--- src/rtl/mac_accum.sv ---
// Sequential dot-product accumulator: sums LEN Q(WIDTH-FRAC).FRAC products per result.
// Define SATURATE_EN to clamp each add on overflow; default wraps modulo 2^WIDTH.
module mac_accum #(
    parameter int WIDTH = 32,
    parameter int FRAC  = 24,
    parameter int LEN   = 4
) (
    input  logic             clk,
    input  logic             rst,
    input  logic             i_clear,
    input  logic             i_valid,
    output logic             o_ready,
    input  logic [WIDTH-1:0] i_data,
    output logic             o_valid,
    input  logic             i_ready,
    output logic [WIDTH-1:0] o_data
);

    localparam int CW = $clog2(LEN) + 1;
    localparam logic [CW-1:0] LAST = CW'(LEN - 1);

    if (LEN < 1 || FRAC >= WIDTH) begin : g_bad_cfg
        $error("mac_accum: need LEN >= 1 and FRAC < WIDTH");
    end

    typedef enum logic {
        ST_ACC,
        ST_HOLD
    } state_t;

    state_t           r_state;
    logic [CW-1:0]    r_cnt;
    logic [WIDTH-1:0] r_acc;
    logic [WIDTH-1:0] r_data;
    logic             r_valid;

    logic [WIDTH-1:0] w_base;
    logic [WIDTH-1:0] w_sum;
    logic             w_take;

    // First beat of a result starts from zero rather than the stale accumulator
    assign w_base = (r_cnt == '0) ? '0 : r_acc;

`ifdef SATURATE_EN
    localparam logic [WIDTH-1:0] MAXV = {1'b0, {(WIDTH-1){1'b1}}};
    localparam logic [WIDTH-1:0] MINV = {1'b1, {(WIDTH-1){1'b0}}};

    logic [WIDTH:0] w_ext;
    logic           w_ovf;

    assign w_ext = {w_base[WIDTH-1], w_base} + {i_data[WIDTH-1], i_data};
    assign w_ovf = w_ext[WIDTH] ^ w_ext[WIDTH-1];
    assign w_sum = !w_ovf ? w_ext[WIDTH-1:0] : (w_ext[WIDTH] ? MINV : MAXV);
`else
    assign w_sum = w_base + i_data;
`endif

    assign o_ready = (r_state == ST_ACC);
    assign o_valid = r_valid;
    assign o_data  = r_data;
    assign w_take  = i_valid & o_ready;

    always_ff @(posedge clk or posedge rst) begin
        if (rst) begin
            r_state <= ST_ACC;
            r_cnt   <= '0;
            r_acc   <= '0;
            r_data  <= '0;
            r_valid <= 1'b0;
        end else if (i_clear) begin
            r_state <= ST_ACC;
            r_cnt   <= '0;
            r_acc   <= '0;
            r_valid <= 1'b0;
        end else begin
            unique case (r_state)
                ST_ACC: begin
                    if (w_take) begin
                        if (r_cnt == LAST) begin
                            r_data  <= w_sum;
                            r_cnt   <= '0;
                            r_acc   <= '0;
                            r_valid <= 1'b1;
                            r_state <= ST_HOLD;
                        end else begin
                            r_acc <= w_sum;
                            r_cnt <= r_cnt + 1'b1;
                        end
                    end
                end
                ST_HOLD: begin
                    if (i_ready) begin
                        r_valid <= 1'b0;
                        r_state <= ST_ACC;
                    end
                end
                default: begin
                    r_state <= ST_ACC;
                    r_valid <= 1'b0;
                end
            endcase
        end
    end

endmodule

--- config.mk ---
export PLATFORM = sky130hd
export DESIGN_NAME = mac_accum
export DESIGN_NICKNAME = d
export VERILOG_FILES = /design/src/rtl/mac_accum.sv
export SDC_FILE = /design/constraint.sdc
export NUM_CORES = 1
export LEC_CHECK = 0
export CAP_MARGIN = 20
export CORE_AREA = 2 2 88 98
export DETAILED_ROUTE_END_ITERATION = 7
export DIE_AREA = 0 0 90 100
export PLACE_DENSITY = 0.91
export SKIP_LAST_GASP = 1
export SYNTH_ARGS = -nofsm -noshare
export SYNTH_HDL_FRONTEND = slang
export SYNTH_SLANG_ARGS = --single-unit
--- constraint.sdc ---
create_clock -name clk -period 8.9 [get_ports clk]
set_input_delay 1.335 -clock clk [delete_from_list [all_inputs] [get_ports clk]]
set_output_delay 1.335 -clock clk [all_outputs]
set_load 0.01 [all_outputs]
# After elaboration in Yosys (flattened, before gate mapping)

Index checks and enable logic that the tools add are counted.

Register bits after elaboration: 69
Bits in latches: 0
RAM bits: 0
Bits in read-only memories: 0
Bits of input ports: 37
Output and inout port bits: 34
Logic and storage cells: 39
Memories kept: 0

$add $sub $neg: 2
Multiply operators: 0
Div/mod/pow operators: 0
$lt $le $gt $ge: 0
Equality and inequality tests: 5
Shift operators: 0
Multiplexer cells: 19
Bitwise gates (word level): 3
Reductions and logical operators: 5

Operator list:

| kind                                                                  | count |
|---|---|
| 32-bit two-way mux                                                    | 5 |
| 32-bit adder                                                          | 1 |
| 3-bit two-way mux                                                     | 4 |
| 1-bit two-way mux                                                     | 8 |
| 3-bit by 2-bit != test with 1-bit output, second input constant       | 2 |
| 1-bit one-hot mux with 2 select lines                                 | 2 |
| 4-bit AND reduction                                                   | 1 |
| 3-bit by 1-bit adder with 3-bit output, second input constant         | 1 |
| 3-bit by 2-bit equality test with 1-bit output, second input constant | 1 |
| 3-bit logical NOT                                                     | 1 |
| 3-bit != test, second input constant                                  | 1 |
| 3-bit AND reduction                                                   | 1 |
| 2-bit != test, second input constant                                  | 1 |
| 1-bit NOT                                                             | 2 |
| 2-bit AND reduction                                                   | 1 |
| 2-bit nonzero test                                                    | 1 |
| 1-bit bitwise AND                                                     | 1 |

# Depth between registers and ports, before layout

Gate-level depths: netlist of the first run.

Depth in word-level cells: 7
Depth in mapped cells: 14

# Least setup slack after synthesis of the first run

No wires, ideal clock.

Path kind: input port to flip-flop
From: input port i_data[0]
To: register r_data[24] (netlist: o_data[24])
Data arrival time: 3367 ps
Required time: 8775 ps
Slack: 5408 ps
Stages on the path: 9
Path buffers: 0
Cells stage by stage: ha_1 fa_1 a21oi_2 o2111ai_2 a211o_1 a41oi_2 o21ai_0 xnor2_1 mux2_2

Cells in the longest elaborated chain, start to end: 1

RTL lines:

| element              | RTL line | source |
|---|---|---|
| start, declared      | 13       | `input logic [WIDTH-1:0] i_data,` |
| 32-bit adder         | 55       | `assign w_sum = w_base + i_data;` |
| end signal, assigned | 80       | `r_data <= w_sum;` |
| end, declared        | 34       | `logic [WIDTH-1:0] r_data;` |

No other way between the ends.
A chain may end at the register's enable or synchronous reset.

# Final worst setup path of the first run

From: register r_cnt[0]
To: register r_data[24] (netlist: o_data[24])

Cells in the longest elaborated chain, start to end: 3
Elaborated cells between the ends (all ways): 5

RTL lines:

| element                | RTL line | source |
|---|---|---|
| start, declared        | 32       | `logic [CW-1:0] r_cnt;` |
| start signal, assigned | 87       | `r_cnt <= r_cnt + 1'b1;` |
| 3-bit logical NOT      | 42       | `assign w_base = (r_cnt == '0) ? '0 : r_acc;` |
| 32-bit two-way mux     | 42       |  |
| 32-bit adder           | 55       |  |

Several ways; a longest one is shown, not always the timed one.

==> results.toml, run 1 <==
[timing]
tightest_slew_ps = 1069
drv_slew = 0
fin_skew_ps = 11.91
finalHoldViolCount = 0
setup_tns_ps = 0
finalCritPeriodShare_pct = 45.83
setup_slack_ps = 4822
finalHoldWorstSlack_ps = 483.7
min_period_ps = 4078
fmax_mhz = 245.2
setup_violations = 0
slew_headroom_pct = 28.72
grt_setup_unrepaired = "false"

[drt]
drt_iter0_drc = 259
drtAntennaViolNets = 0
route.vias.total = 3980
first_pass_iters = 5
vias_per_cell = 5.923
finalWirelength_um = 11330
wl_per_cell_um = 16.86
drc = 0

[worst_setup_path]
cpPeakStageDelay_ps = 550
cp_num_buf_inv = 1
start_kind = "register"
setup.worst_path.class = "reg -> reg"
end_kind = "register"
required_ps = 9130
critPathMaxFanout = 32
regToRegSetupSlack_ps = 4820
path_delay_family = "compound AO/OA/AOI/OAI gates"
cpMostUsedCell = "ha_1"
cp_cell_sequence = "inv_1 -> ha_1 -> nand2b_1 -> and2_1 -> ha_1 -> fa_1 -> a21oi_2 -> o2111ai_2 -> a211o_1 -> a41oi_2 -> o21ai_0 -> xnor2_1 -> mux2_2"
arrival_ps = 4310
crit_slowest_cell = "nand2b_1"

[pwr]
seqPwrFrac_pct = 40.7
power_mw = 0.9465
p_leak_nw = 2.558
p_sw_share_pct = 30.36
combPwrFrac_pct = 29.5
p_clk_share_pct = 29.8
power_switching_mw = 0.2873
p_int_mw = 0.6591
peakVddDrop_mv = 0.1073
cellPowerDensity_nw_per_um2 = 169.8

[clock_tree]
root_buffer = "clkbuf_8"
cts_buffer_depth = 2
cts.sinks = 69
cts_made_buffers = 9
path_clk_slew_ps = 80
cts_hold_buf = 0
htree_levels = 3
cts_tree = "yes"
clock_latency_ps = 360
cts_setup_buffers = 0
post_cts_resize_count = 0

[run]
drv_cap = 0

[die]
ios = 71
start_util_pct = 56.54
coreArea_sq_um = 8145
die_w_um = 90
dieArea_sq_um = 9000
die_h_um = 100
row_count = 35

[global_route]
grt_max_degree = 70
overflow = 0
grt_pass1_wl_um = 19160
grt_pass1_vias = 4079
grt_antenna_before_repair = 0
grt_use_total_pct = 25.96

[worst_hold_path]
hp-class = "reg -> reg"

[placed_design]
portBuffers = 70
dp_slack_ps = 4686
globalplace.congestion = 0.9585
dp_hpwl_um = 8183

[synthesis]
ys_warn_count = 0
synthCells = 493
synth-async-reset-ratio_pct = 100.0
synth_area_per_cell_sq_um = 9.342
synth_seq_cells = 69
yosysUniqueCellTypes = 58
synth_edf_count = 0
synth.cell_area_sq_um = 4606
syn_nets = 564
ys.flop_type = "dfrtp_1"
yosysSeqAreaShare_pct = 37.49

[finish]
nets = 627
n_antenna_cell = 0
drive_gt1_share_pct = 9.091
area_delta_synth_final_pct = 21.03

[status]
status = "finished clean"
[cell type report]
class,instances,area (sq um)
multi-input cells,390,2716
fillers,671,2571
flip-flops and latches,69,1727
repair buffers,74,730.7
well taps,111,138.9
clock buffers,11,131.4
clock inverters,5,85.08
inverters,12,45.04
[cell usage in the layout (no fill, tap or decap), types with 3 or more instances in the layout]
cell type,netlist,routed
nand2_1,77,77
clkdlybuf4s50_1,0,70
dfrtp_1,69,69
a21oi_1,35,35
ha_1,33,33
and2_1,32,32
a22o_1,30,30
xnor2_1,22,22
nor2_1,21,20
o21ai_0,20,20
mux2_2,16,16
inv_1,12,11
nand3_1,10,10
clkbuf_8,0,9
xor2_1,7,7
nand4_1,7,7
o21a_1,5,5
a211oi_1,5,5
a21o_1,4,4
o21ai_1,4,4
nor3_1,5,4
and3_1,4,4
o21bai_1,4,4
buf_4,4,4
a41oi_1,3,3
o31ai_1,3,3
a31oi_1,3,3
a221oi_1,3,3
nand2b_1,3,3
[through the flow]
| step | cells | util, % | cell area (sq um) |
|---|---|---|---|
| after floorplan | 493 | - | 4606 |
| after global placement | 656 | 65.78 | 5358 |
| after detailed placement | 656 | 65.78 | 5358 |
| after global routing | 672 | 68.43 | 5574 |
| final | 672 | 68.43 | 5574 |
| after CTS | 672 | 68.43 | 5574 |
[cell families (layout without fill, tap and decap cells)]
group,after synthesis,after routing,share of synthesized area (%)
simple gates,172,172,18.23
flops,69,69,37.49
fa+ha+maj,34,34,9.400
compound gates,139,139,21.63
buf+inv,34,102,3.830
mux,16,16,3.912
xor+xnor,29,29,5.515
[cell usage after synthesis (2+ instances only)]
master	n	share of area (%)
nand2b_1	3	0.41
a211oi_1	5	0.82
and4_2	2	0.43
buf_2	2	0.22
nand2_1	77	6.3
inv_1	12	0.98
nand4_1	7	0.95
a22oi_1	2	0.33
o31ai_1	3	0.49
o21ai_1	4	0.43
a41oi_1	3	0.57
a21oi_2	2	0.38
a31oi_1	3	0.41
nor2b_1	2	0.27
o21bai_1	4	0.65
a221oi_1	3	0.57
a22o_1	30	5.7
a32oi_1	2	0.38
a21o_1	4	0.65
and2_1	32	4.3
o31a_1	2	0.38
buf_6	4	0.98
nand3_1	10	1.1
mux2_2	16	3.9
xor2_1	7	1.3
dfrtp_1	69	37
ha_1	33	9.0
nor3_1	5	0.54
nor2_1	21	1.7
o21ai_0	20	2.2
a21oi_1	35	3.8
buf_4	4	0.65
a41oi_2	2	0.71
and3_1	4	0.54
a21boi_0	2	0.33
o21a_1	5	0.82
clkbuf_1	10	0.82
xnor2_1	22	4.2
[worst paths after layout]
check                                  startpoint                endpoint  depth (start not counted)
setup / recovery             r_cnt[0]$_DFFE_PP0P_  o_data[24]$_DFFE_PP0P_                         13
hold / removal             o_data[16]$_DFFE_PP0P_  o_data[16]$_DFFE_PP0P_                          2
setup reg to reg             r_cnt[0]$_DFFE_PP0P_  o_data[24]$_DFFE_PP0P_                         13
max in group asynchronous                     rst    r_acc[7]$_DFFE_PP0P_                          3
min in group asynchronous                     rst       r_state$_DFF_PP0_                          3
hold reg to reg            o_data[16]$_DFFE_PP0P_  o_data[16]$_DFFE_PP0P_                          2
[power by group through the flow]
stage	Combinational [mW]	Clock, mW	Sequential [mW]
2_1_floorplan	0.148	0	0.402
3_3_place_gp	0.270	0	0.388
3_5_place_dp	0.278	0	0.390
4_1_cts	0.280	0.286	0.386
5_1_grt	0.305	0.297	0.391
6_report	0.279	0.282	0.386
[per-layer routing]
layer  GRT usage [%]  share of wire [%]  wire length (um)
met1           32.26                 44              4928
met4           9.112                1.3               149
met5               0                  0                 0
met2           45.81                 50              5706
met3           4.730                4.8               544
[state kept, by name (all words and copies together) (netlist names)]
name / cells
o_data: 32
o_valid: 1
r_acc: 32
r_cnt: 3
r_state: 1
[worst min-delay path, cell delays in order (launching register included)]
cell and delay (ps):
dfrtp_1 350, nand2_1 50, nand2_1 60
Power figures use the tool's default switching activity.
==> inputs of run 2 (changes only) <==
CORE_AREA = 2 2 95 106   (was 2 2 88 98)
DIE_AREA = 0 0 97 108   (was 0 0 90 100)
PLACE_DENSITY = 0.83   (was 0.91)
clock period = 3.5 ns   (was 8.9 ns; I/O delays follow)
==> run 2 against run 1 <==
Net effect:
- count of clock-buffer cells in the layout stayed put
- sequential share of layout area is 0.53 points lower
- first-iteration DRC count is 1.2% higher
- wire length is 1.9% higher
- power grew to 2.6 times the previous value
- utilization is 7.5 points lower
- register-to-register slack worse by 4600 ps
- combinational power grew to 2.6 times the previous value
- clock skew is 0.80 ps lower
- non-clock buffer count is 6 higher
- flip-flop and latch count stayed put
- critical path type unchanged
- largest cell class unchanged
- highest routed layer unchanged
==> results.toml, run 2 (synthesized netlist as in run 1, its figures left out) <==
[status]
status = "finished clean"

[drt]
topRoutingLayerUsed = "met4"
drt_iter0_drc = 262
drc = 0
wl_per_cell_um = 16.88
route.vias.total = 4015
finalWirelength_um = 11540
drtAntennaViolNets = 0
met1Wirelength_um = 5063
wl_met2_um = 5613
vias_per_cell = 5.870
first_pass_iters = 5
wl_met3_um = 604

[worst_setup_path]
arrival_ps = 3550
cpMostUsedCell = "ha_1"
cpPeakStageDelay_ps = 540
cp_cell_sequence = "inv_1 -> ha_1 -> nand2b_1 -> buf_4 -> and2_1 -> ha_1 -> a21o_1 -> and4_2 -> o21ai_0 -> o21ai_1 -> a41oi_2 -> xnor2_1 -> mux2_2"
path_delay_family = "compound AO/OA/AOI/OAI gates"
setup.worst_path.class = "reg -> reg"
cp-startpoint = "r_cnt[0]$_DFFE_PP0P_"
crit_slowest_cell = "o21ai_1"
required_ps = 3740
rr_startpoint = "r_cnt[0]$_DFFE_PP0P_"
start_kind = "register"
end_kind = "register"
critPathMaxFanout = 18
cp_num_buf_inv = 2

[finish]
drive_gt1_share_pct = 10.58
multi_input_area_sq_um = 2731
layout_commonest_cell = "nand2_1"
final_cells = 684
finish.utilization_pct = 60.95
nets = 633
n_antenna_cell = 0
final_cell_mix = "nand2_1, clkdlybuf4s50_1, dfrtp_1"
design_area_sq_um = 5672
ff_latch_area_sq_um = 1727
fillCellCount = 800
area_delta_synth_final_pct = 23.15

[placed_design]
portBuffers = 70
placed_cells = 668
dp_slack_ps = 196.5
dp_hpwl_um = 8613
globalplace.congestion = 0.9087
postPlaceCellArea_sq_um = 5423

[pwr]
p_leak_nw = 2.600
cellPowerDensity_nw_per_um2 = 435.3
peakVddDrop_mv = 0.2534
power_mw = 2.469

[die]
ios = 71
die_w_um = 97
coreArea_sq_um = 9305
row_count = 37
dieArea_sq_um = 10480
die_h_um = 108
start_util_pct = 49.50

[timing]
setup_violations = 0
drv_slew = 0
setup_tns_ps = 0
finalHoldWorstSlack_ps = 473.7
min_period_ps = 3310
finalCritPeriodShare_pct = 94.57
tightest_slew_ps = 737.4
setup_slack_ps = 190.1
finalHoldViolCount = 0
fmax_mhz = 302.1
slew_headroom_pct = 50.72
fin_skew_ps = 11.11
grt_setup_unrepaired = "true"

[worst_hold_path]
hp-class = "reg -> reg"
worstHoldStart = "r_acc[2]$_DFFE_PP0P_"

[clock_tree]
cts_made_buffers = 9
cts.sinks = 69
cts_buffer_depth = 2
path_clk_slew_ps = 80
htree_levels = 3
cts_tree = "yes"
clock_latency_ps = 350
root_buffer = "clkbuf_8"
cts_hold_buf = 0

[global_route]
grt_antenna_before_repair = 0
grt_pass1_wl_um = 19610
grt_max_degree = 45
overflow = 0
grt_pass1_vias = 4054
grt_use_total_pct = 22.78

[run]
drv_cap = 0
-- run 2: cell types whose count changed in the layout (fill, tap and decap cells not counted), sizes merged --
cell | before | now
buf | 4 | 10
clkinv | 2 | 0
clkinvlp | 1 | 3
-- run 2: routing by layer --
metal | up-vias | GRT usage, %
met2 | 154 | 39.04
met3 | 20 | 3.491
met4 | 0 | 8.954
li1 | 1915 | -
met5 | - | 0
met1 | 1926 | 29.23
-- run 2: worst register-to-register path: cells and delay by family, from the launching register on --
kind                       cells  cell delay [ps]
and+or+nand+nor                3              550
muxes                          1              280
AOI/OAI and AO/OA              4             1070
xor gates and xnor gates       1              180
buffers and inverters          2              280
adders and majority gates      2              440
DFF                            1              410
-- run 2: timing repair --
item                       CTS  global route
gates resized for setup      0             2
setup buffers                0             0
setup endpoints to repair    0             5
-- run 2: final timing paths --
check,to,slack (ps),depth (start not counted)
worst max register to register,o_data[27]$_DFFE_PP0P_,190,13
min in group asynchronous,o_data[30]$_DFFE_PP0P_,540,3
worst max-delay path,o_data[27]$_DFFE_PP0P_,190,13
worst min-delay path,r_acc[2]$_DFFE_PP0P_,470,2
worst min register to register,r_acc[2]$_DFFE_PP0P_,470,2
max in group asynchronous,r_acc[17]$_DFFE_PP0P_,2470,3
-- run 2: power breakdown --
group	leakage, nW	switching [mW]	internal [mW]
Clock	0.108	0.324	0.440
Combinational	1.58	0.358	0.368
Sequential	0.914	0.0654	0.914
Total	2.60	0.747	1.72
-- run 2: area by class of cell --
class | instances | area share (%)
multi-input combinational | 390 | 48.16
sequential | 69 | 30.44
timing repair buffer | 80 | 13.90
tap | 117 | 2.581
clock buffer | 11 | 2.669
clock inverter | 5 | 1.456
inverter | 12 | 0.7942
==> inputs of run 3 (changes only) <==
CTS_CLUSTER_SIZE = 8   (was not set)
==> results of run 3 <==
The final DEF is identical to that of run 2; final timing and power are the same.
